--- src/rtl/fp_mul_normalizer.sv ---
// fp_mul_normalizer: post-multiply normalize/round stage of the FP multiplier.
// Takes the raw mantissa product plus operand signs/exponents and produces a
// packed {sign, exponent, fraction} result with overflow/underflow flags.
// Sequence: IDLE (latch) -> ALIGN (1-bit right shift) -> NORM (left shifts)
// -> ROUND (round, range check, register result).
// Build option: define FPMUL_ROUND_EN for round-to-nearest-even; otherwise
// the fraction is truncated (same latency either way).
module fp_mul_normalizer #(
  parameter int EXP_W = 8,
  parameter int MAN_W = 23
) (
  input  logic                     clk,
  input  logic                     reset,
  input  logic                     in_valid,
  output logic                     in_ready,
  input  logic                     sign_a,
  input  logic                     sign_b,
  input  logic [EXP_W-1:0]         exp_a,
  input  logic [EXP_W-1:0]         exp_b,
  input  logic [2*(MAN_W+1)-1:0]   prod,
  output logic                     out_valid,
  output logic [EXP_W+MAN_W:0]     result,
  output logic                     overflow,
  output logic                     underflow
);

  localparam int PW = 2 * (MAN_W + 1);
  localparam int RW = 1 + EXP_W + MAN_W;
  localparam int EW = EXP_W + 2;

  localparam logic signed [EW-1:0] BIAS = EW'(2 ** (EXP_W - 1) - 1);
  localparam logic signed [EW-1:0] EMAX = EW'(2 ** EXP_W - 1);
  localparam logic signed [EW-1:0] ONE  = EW'(1);

`ifdef FPMUL_ROUND_EN
  localparam logic ROUND_EN = 1'b1;
`else
  localparam logic ROUND_EN = 1'b0;
`endif

  typedef enum logic [1:0] {IDLE, ALIGN, NORM, ROUND} state_t;

  state_t                 state;
  logic [PW-1:0]          m;
  logic signed [EW-1:0]   e;
  logic                   sgn;
  logic                   zero;
  logic                   stk;

  logic [MAN_W:0]         rnd;
  logic signed [EW-1:0]   e_rnd;

  // Round-to-nearest-even on the normalized mantissa (hidden bit stripped).
  // Returns {carry, fraction}; on carry the fraction bits are already zero.
  function automatic logic [MAN_W:0] round_frac(input logic [PW-3:0] mv,
                                                input logic sticky);
    logic [MAN_W-1:0] f;
    logic             g;
    logic             s;
    logic             inc;
    f   = mv[PW-3 -: MAN_W];
    g   = mv[PW-3-MAN_W];
    s   = (|mv[PW-4-MAN_W:0]) | sticky;
    inc = ROUND_EN & g & (s | f[0]);
    return {1'b0, f} + {{MAN_W{1'b0}}, inc};
  endfunction

  // Range check and packing; returns {result, overflow, underflow}.
  function automatic logic [RW+1:0] pack_result(input logic s,
                                                input logic z,
                                                input logic signed [EW-1:0] ev,
                                                input logic [MAN_W-1:0] f);
    if (z)
      return {s, {(RW-1){1'b0}}, 2'b00};
    else if (ev >= EMAX)
      return {s, {EXP_W{1'b1}}, {MAN_W{1'b0}}, 2'b10};
    else if (ev <= 0)
      return {s, {(RW-1){1'b0}}, 2'b01};
    else
      return {s, ev[EXP_W-1:0], f, 2'b00};
  endfunction

  assign rnd   = round_frac(m[PW-3:0], stk);
  assign e_rnd = e + signed'({{(EW-1){1'b0}}, rnd[MAN_W]});

  // Control FSM with registered handshake, result and flags.
  always_ff @(posedge clk or posedge reset) begin
    if (reset) begin
      state     <= IDLE;
      in_ready  <= 1'b1;
      out_valid <= 1'b0;
      result    <= '0;
      overflow  <= 1'b0;
      underflow <= 1'b0;
    end else begin
      out_valid <= 1'b0;
      case (state)
        IDLE: begin
          if (in_valid) begin
            state    <= ALIGN;
            in_ready <= 1'b0;
          end
        end
        ALIGN: begin
          if (zero || m[PW-1] || m[PW-2])
            state <= ROUND;
          else
            state <= NORM;
        end
        NORM: begin
          // the shift happening on this edge brings the hidden bit into place
          if (m[PW-3])
            state <= ROUND;
        end
        ROUND: begin
          {result, overflow, underflow} <= pack_result(sgn, zero, e_rnd, rnd[MAN_W-1:0]);
          out_valid <= 1'b1;
          in_ready  <= 1'b1;
          state     <= IDLE;
        end
        default: state <= IDLE;
      endcase
    end
  end

  // Working mantissa/exponent datapath; not reset, qualified by the FSM state.
  always_ff @(posedge clk) begin
    case (state)
      IDLE: begin
        if (in_valid) begin
          m    <= prod;
          sgn  <= sign_a ^ sign_b;
          e    <= signed'({2'b00, exp_a}) + signed'({2'b00, exp_b}) - BIAS;
          zero <= (exp_a == '0) | (exp_b == '0) | (prod == '0);
          stk  <= 1'b0;
        end
      end
      ALIGN: begin
        if (!zero && m[PW-1]) begin
          m   <= m >> 1;
          stk <= m[0];
          e   <= e + ONE;
        end
      end
      NORM: begin
        m <= m << 1;
        e <= e - ONE;
      end
      default: ;
    endcase
  end

endmodule

--- config.mk ---
export PLATFORM = sky130hd
export DESIGN_NAME = fp_mul_normalizer
export DESIGN_NICKNAME = d
export VERILOG_FILES = /design/src/rtl/fp_mul_normalizer.sv
export SDC_FILE = /design/constraint.sdc
export NUM_CORES = 1
export LEC_CHECK = 0
export ABC_AREA = 1
export CORE_MARGIN = 2
export CORE_UTILIZATION = 50
export CTS_BUF_LIST = sky130_fd_sc_hd__clkbuf_8
export CTS_CLUSTER_SIZE = 30
export DETAILED_ROUTE_END_ITERATION = 10
export DONT_BUFFER_PORTS = 1
export HOLD_SLACK_MARGIN = 0.03
export PLACE_DENSITY = 0.73
export SLEW_MARGIN = 20
export SYNTH_ARGS = -nofsm -noshare
export SYNTH_HDL_FRONTEND = slang
export SYNTH_SLANG_ARGS = --single-unit
--- constraint.sdc ---
create_clock -name clk -period 11.5 [get_ports clk]
set_input_delay 2.875 -clock clk [delete_from_list [all_inputs] [get_ports clk]]
set_output_delay 2.875 -clock clk [all_outputs]
set_load 0.02 [all_outputs]
After elaboration in Yosys (flattened, before gate mapping):

Index checks and enable logic that the tools add are counted.

* bits in writable memories: 0
* register bits: 98
* bits in latches: 0
* word-level logic and storage cells: 55
* memories kept: 0
* bits of input ports: 69
* memory bits (read-only): 0
* output and inout bits: 36

* mux-type cells: 16
* divide/modulo/power cells: 0
* multiply operators: 0
* eq/ne operators: 6
* $lt $le $gt $ge: 2
* reduce and logical (&&, ||, !) cells: 14
* bitwise operators: 3
* shifts and indexed selects: 0
* $add $sub $neg: 4

Operator list (count)
* $pmux 48 s3: 1
* $mux 33: 3
* $mux 48: 2
* $logic_not 48->1: 1
* $pmux 10 s3: 1
* $mux 10: 2
* $logic_not 8->1: 2
* $add 10x2->10 const B: 1
* $ge 10x9->1 const B: 1
* $le 10x1->1 const B: 1
* $sub 10x2->10 const B: 1
* $sub 9x7->10 const B: 1
* $add 8x8->9: 1
* $pmux 2 s4: 1
* $ne 2x2->1 const B: 3
* $reduce_and 2->1: 3
* $eq 2x2->1 const B: 2
* $mux 2: 2
* $mux 1: 3
* $reduce_and 3->1: 1
* $reduce_bool 3->1: 1
* $eq 2x1->1 const B: 1
* $logic_not 2->1: 1
* $logic_or 1x1->1: 2
* other kinds (6): 7

Depth between registers and ports, before layout:

* depth after elaboration: 4
* mapped depth: 15
* mapped depth without buffers: 15

Least setup slack after synthesis:

Ideal clock, no wire load.

* path kind: input to register
* start point: input port in_valid
* end point: register e[0], enable pin
* setup time: 545 ps
* stages: 2
* required time: 10955 ps
* slack: 4087 ps
* buffers on the path: 0
* data arrival time: 6868 ps
* path through: nor2_1 > nor3_1

* word-level cells in the longest chain between the ends: 2

Ends and longest elaborated chain
* start: declaration: RTL line 14 `input logic in_valid,`
* $ne 2x2->1 (no source line)
* $reduce_and 3->1 (no source line)
* end signal: assignment: RTL line 133 `e <= signed'({2'b00, exp_a}) + signed'({2'b00, exp_b}) - BIAS;`
* end signal: assignment: RTL line 142 `e <= e + ONE;`
* end signal: assignment: RTL line 147 `e <= e - ONE;`
* end: declaration: RTL line 45 `logic signed [EW-1:0] e;`

Every way passes these cells.
A chain may end at the register's enable or synchronous reset.

Worst setup path after layout:

* start point: input port exp_a[3]
* end point: register e[8], data pin

* word-level cells in the longest chain between the ends: 4

Ends and longest elaborated chain
* start: declaration: RTL line 18 `input logic [EXP_W-1:0] exp_a,`
* $add 8x8->9: RTL line 133
* $sub 9x7->10: RTL line 133
* $mux 10: RTL line 130 `if (in_valid) begin`
* $pmux 10 s3: RTL line 128 `case (state)`

Every way passes these cells. The select of a mux whose other input is x is not followed.

==> run metrics <==
chip height=111 um; CP required=11.63 ns; port bufs=0; Ys Warns=0; Post-CTS Setup Bufs=0; register area=2750 um^2; most common cell after layout, fill and taps aside=nand2_1; Worst R2R Start=state[1]; post-layout util=53.8%; Netlist cell types=41; Rel. slew slack=33.5%; num ports=105; setup repair after global routing missed its margin=false; mux share of post-synthesis cell area=0.176%; post-synthesis cell area=5680 um^2; HP Start=sgn; cts hold-fix bufs=0; post-synthesis compound-gate area fraction=14.1%; # clock sinks=98; Critical Path Most Common Cell=nand3_1; status=completed; Seq cells post-synth=98; post-synthesis sequential area ratio=48.5%; Layout fillers=1,030; Worst Setup EP=e[8]; Post-DP HPWL=9500 um; core area=11,000 um^2; Final Skew=0.0132 ns; Iteration-0 DRC Markers=490; Post-Synth XOR/XNOR Area=0.463%; Clock Pin Slew Worst Setup and Hold Paths=0.09 ns; Clock Tree Buf Depth=2; Final Hold Viols=0; Leakage=2.49 nW; vias per cell=5.82; Layout Area Growth over Synthesis=4.03%; worst setup path start=exp_a[3]; Avg Cell Area, Syn=8.24 um^2; Synth Area in Adders=4.98%; Worst R2R End=m[22]; share of cells above drive strength 1=6.53%; Min-Delay Path Class=reg -> reg; first drt pass iteration count=5; Max FO, Critical Path=6; vias in the first global route=4,343; Slew Viols, Final=0; CP arrival=4.34 ns; DRC=0; layout net count=760; Cells after Synth=689; CP cell instances=ha_1, ha_1, nand3_1, nand3_1, nand4_1, nand2_1, or2_2, nand3_1, nand2_1; CTS Buf Count=9; pin count of the biggest net entering global routing=60; grt ovf=0; Max-Cap Viols=0; TNS Setup=0 ns; starting density of the core=51.7%; maximum clock rate=0.238 GHz; DR vias=4,740; Root Driver=clkbuf_8; first-pass GRT wire length=21,900 um; syn_nets=780; Post-synth EDFFs=60; DP Cell Count=798; Die Wd=111 um; post-route ant nets=0; Die ar.=12,200 um^2; drt wl/cell=16.3 um; TritonCTS clock tree=built; Post-synth top flop=edfxtp_1; max incr delay on CP=0.36 ns; most frequent cells in the layout=nand2_1, a21oi_1, nor2_1, edfxtp_1, inv_1; startpoint types=input port; post-synthesis async set-or-reset flop share=38.8%; VDD IR max=0.000159 V; Placer Congestion=0.875; H-tree depth=3; fin crit period=4.21 ns; endpoints failing setup=0; CP max stage cell=ha_1; non-filler instance count after layout=814; Worst Tran Pin Value=0.998 ns; PwrDens=349 nW/um^2; nature of the critical path endpoint=flip-flop; multi-input logic area=2580 um^2; row count=38; Total Power=2.06 mW; Simple-Gate Fraction of Synth Area=25.6%; largest family of logic cells by synthesized area=simple AND/OR/NAND/NOR gates; Final period util=36.6%; Hold Worst Slack=0.461 ns; drt total wl=13,300 um; antenna cells=0; Total GRT Usage=21.7%; post-cts sizing count=0; antenna violations before repair=0; reg-to-reg slack, setup=8.70 ns; worst-case reg-to-reg path depth=7; worst setup path category=in -> reg; clk_lat worst skew=0.38 ns
through the flow:
step	worst slack, ns	instance area [um^2]
after floorplan	4.09	5680
final	7.29	5910
after CTS	7.31	5910
after global placement	6.95	5720
after global routing	7.20	5910
after detailed placement	6.92	5720
Yosys cell counts (12+ instances only):
| cell type | instances | share of area [%] |
|---|---|---|
| o21ai_0 | 34 | 3.0 |
| dfrtp_1 | 37 | 16 |
| nand2_1 | 176 | 12 |
| edfxtp_1 | 60 | 32 |
| nand4_1 | 28 | 3.1 |
| buf_2 | 12 | 1.1 |
| nor4_1 | 16 | 1.8 |
| inv_1 | 45 | 3.0 |
| ha_1 | 21 | 4.6 |
| clkbuf_1 | 16 | 1.1 |
| nand3_1 | 24 | 2.1 |
| a21oi_1 | 97 | 8.6 |
| nor2_1 | 64 | 4.2 |
final cells by class:
class / count / share of cell area [%]
multi-input combinational: 508 / 43.7
clock inverter: 5 / 0.530
tap: 140 / 2.97
clock buffer: 11 / 2.56
inverter: 47 / 2.99
timing repair buffer: 5 / 0.635
sequential: 98 / 46.6
flip-flops by register name, indices dropped and copies added (netlist names):
register	cells
zero	1
sgn	1
underflow	1
e	10
overflow	1
state	2
out_valid	1
result	32
m	48
in_ready	1
layer usage:
layer	global-route usage, %	wire length [um]
met1	32.6	6180
met4	6.08	222
met3	7.19	1360
met5	0	0
met2	29.9	5530
kinds of logic (layout without fill, tap and decap cells):
| group | Yosys count | count (layout) |
|---|---|---|
| XOR/XNOR | 3 | 3 |
| multiplexers | 1 | 1 |
| flip-flops | 98 | 98 |
| buffers and inverters | 83 | 68 |
| adder cells (fa/ha/maj) | 22 | 22 |
| AND/OR/NAND/NOR | 332 | 332 |
| AO/OA/AOI/OAI | 150 | 150 |
worst max-delay path: cells and delay by family:
kind | cells | cell delay, ns
simple gates | 7 | 0.81
fa+ha+maj | 2 | 0.63
worst min path at each step:
stage,endpoint,slack [ns],cells past startpoint
after floorplan,result[31],0.43,2
after global placement,result[31],0.43,2
after detailed placement,result[31],0.44,2
after CTS,result[31],0.45,2
after global routing,result[31],0.46,2
final,result[31],0.46,2
power by group:
| group | switching, mW | internal (mW) | total, mW |
|---|---|---|---|
| sequential | 0.226 | 0.674 | 0.899 |
| combinational | 0.649 | 0.304 | 0.953 |
| clock | 0.119 | 0.0893 | 0.208 |
Note: power is estimated with default switching activity, not from simulation.
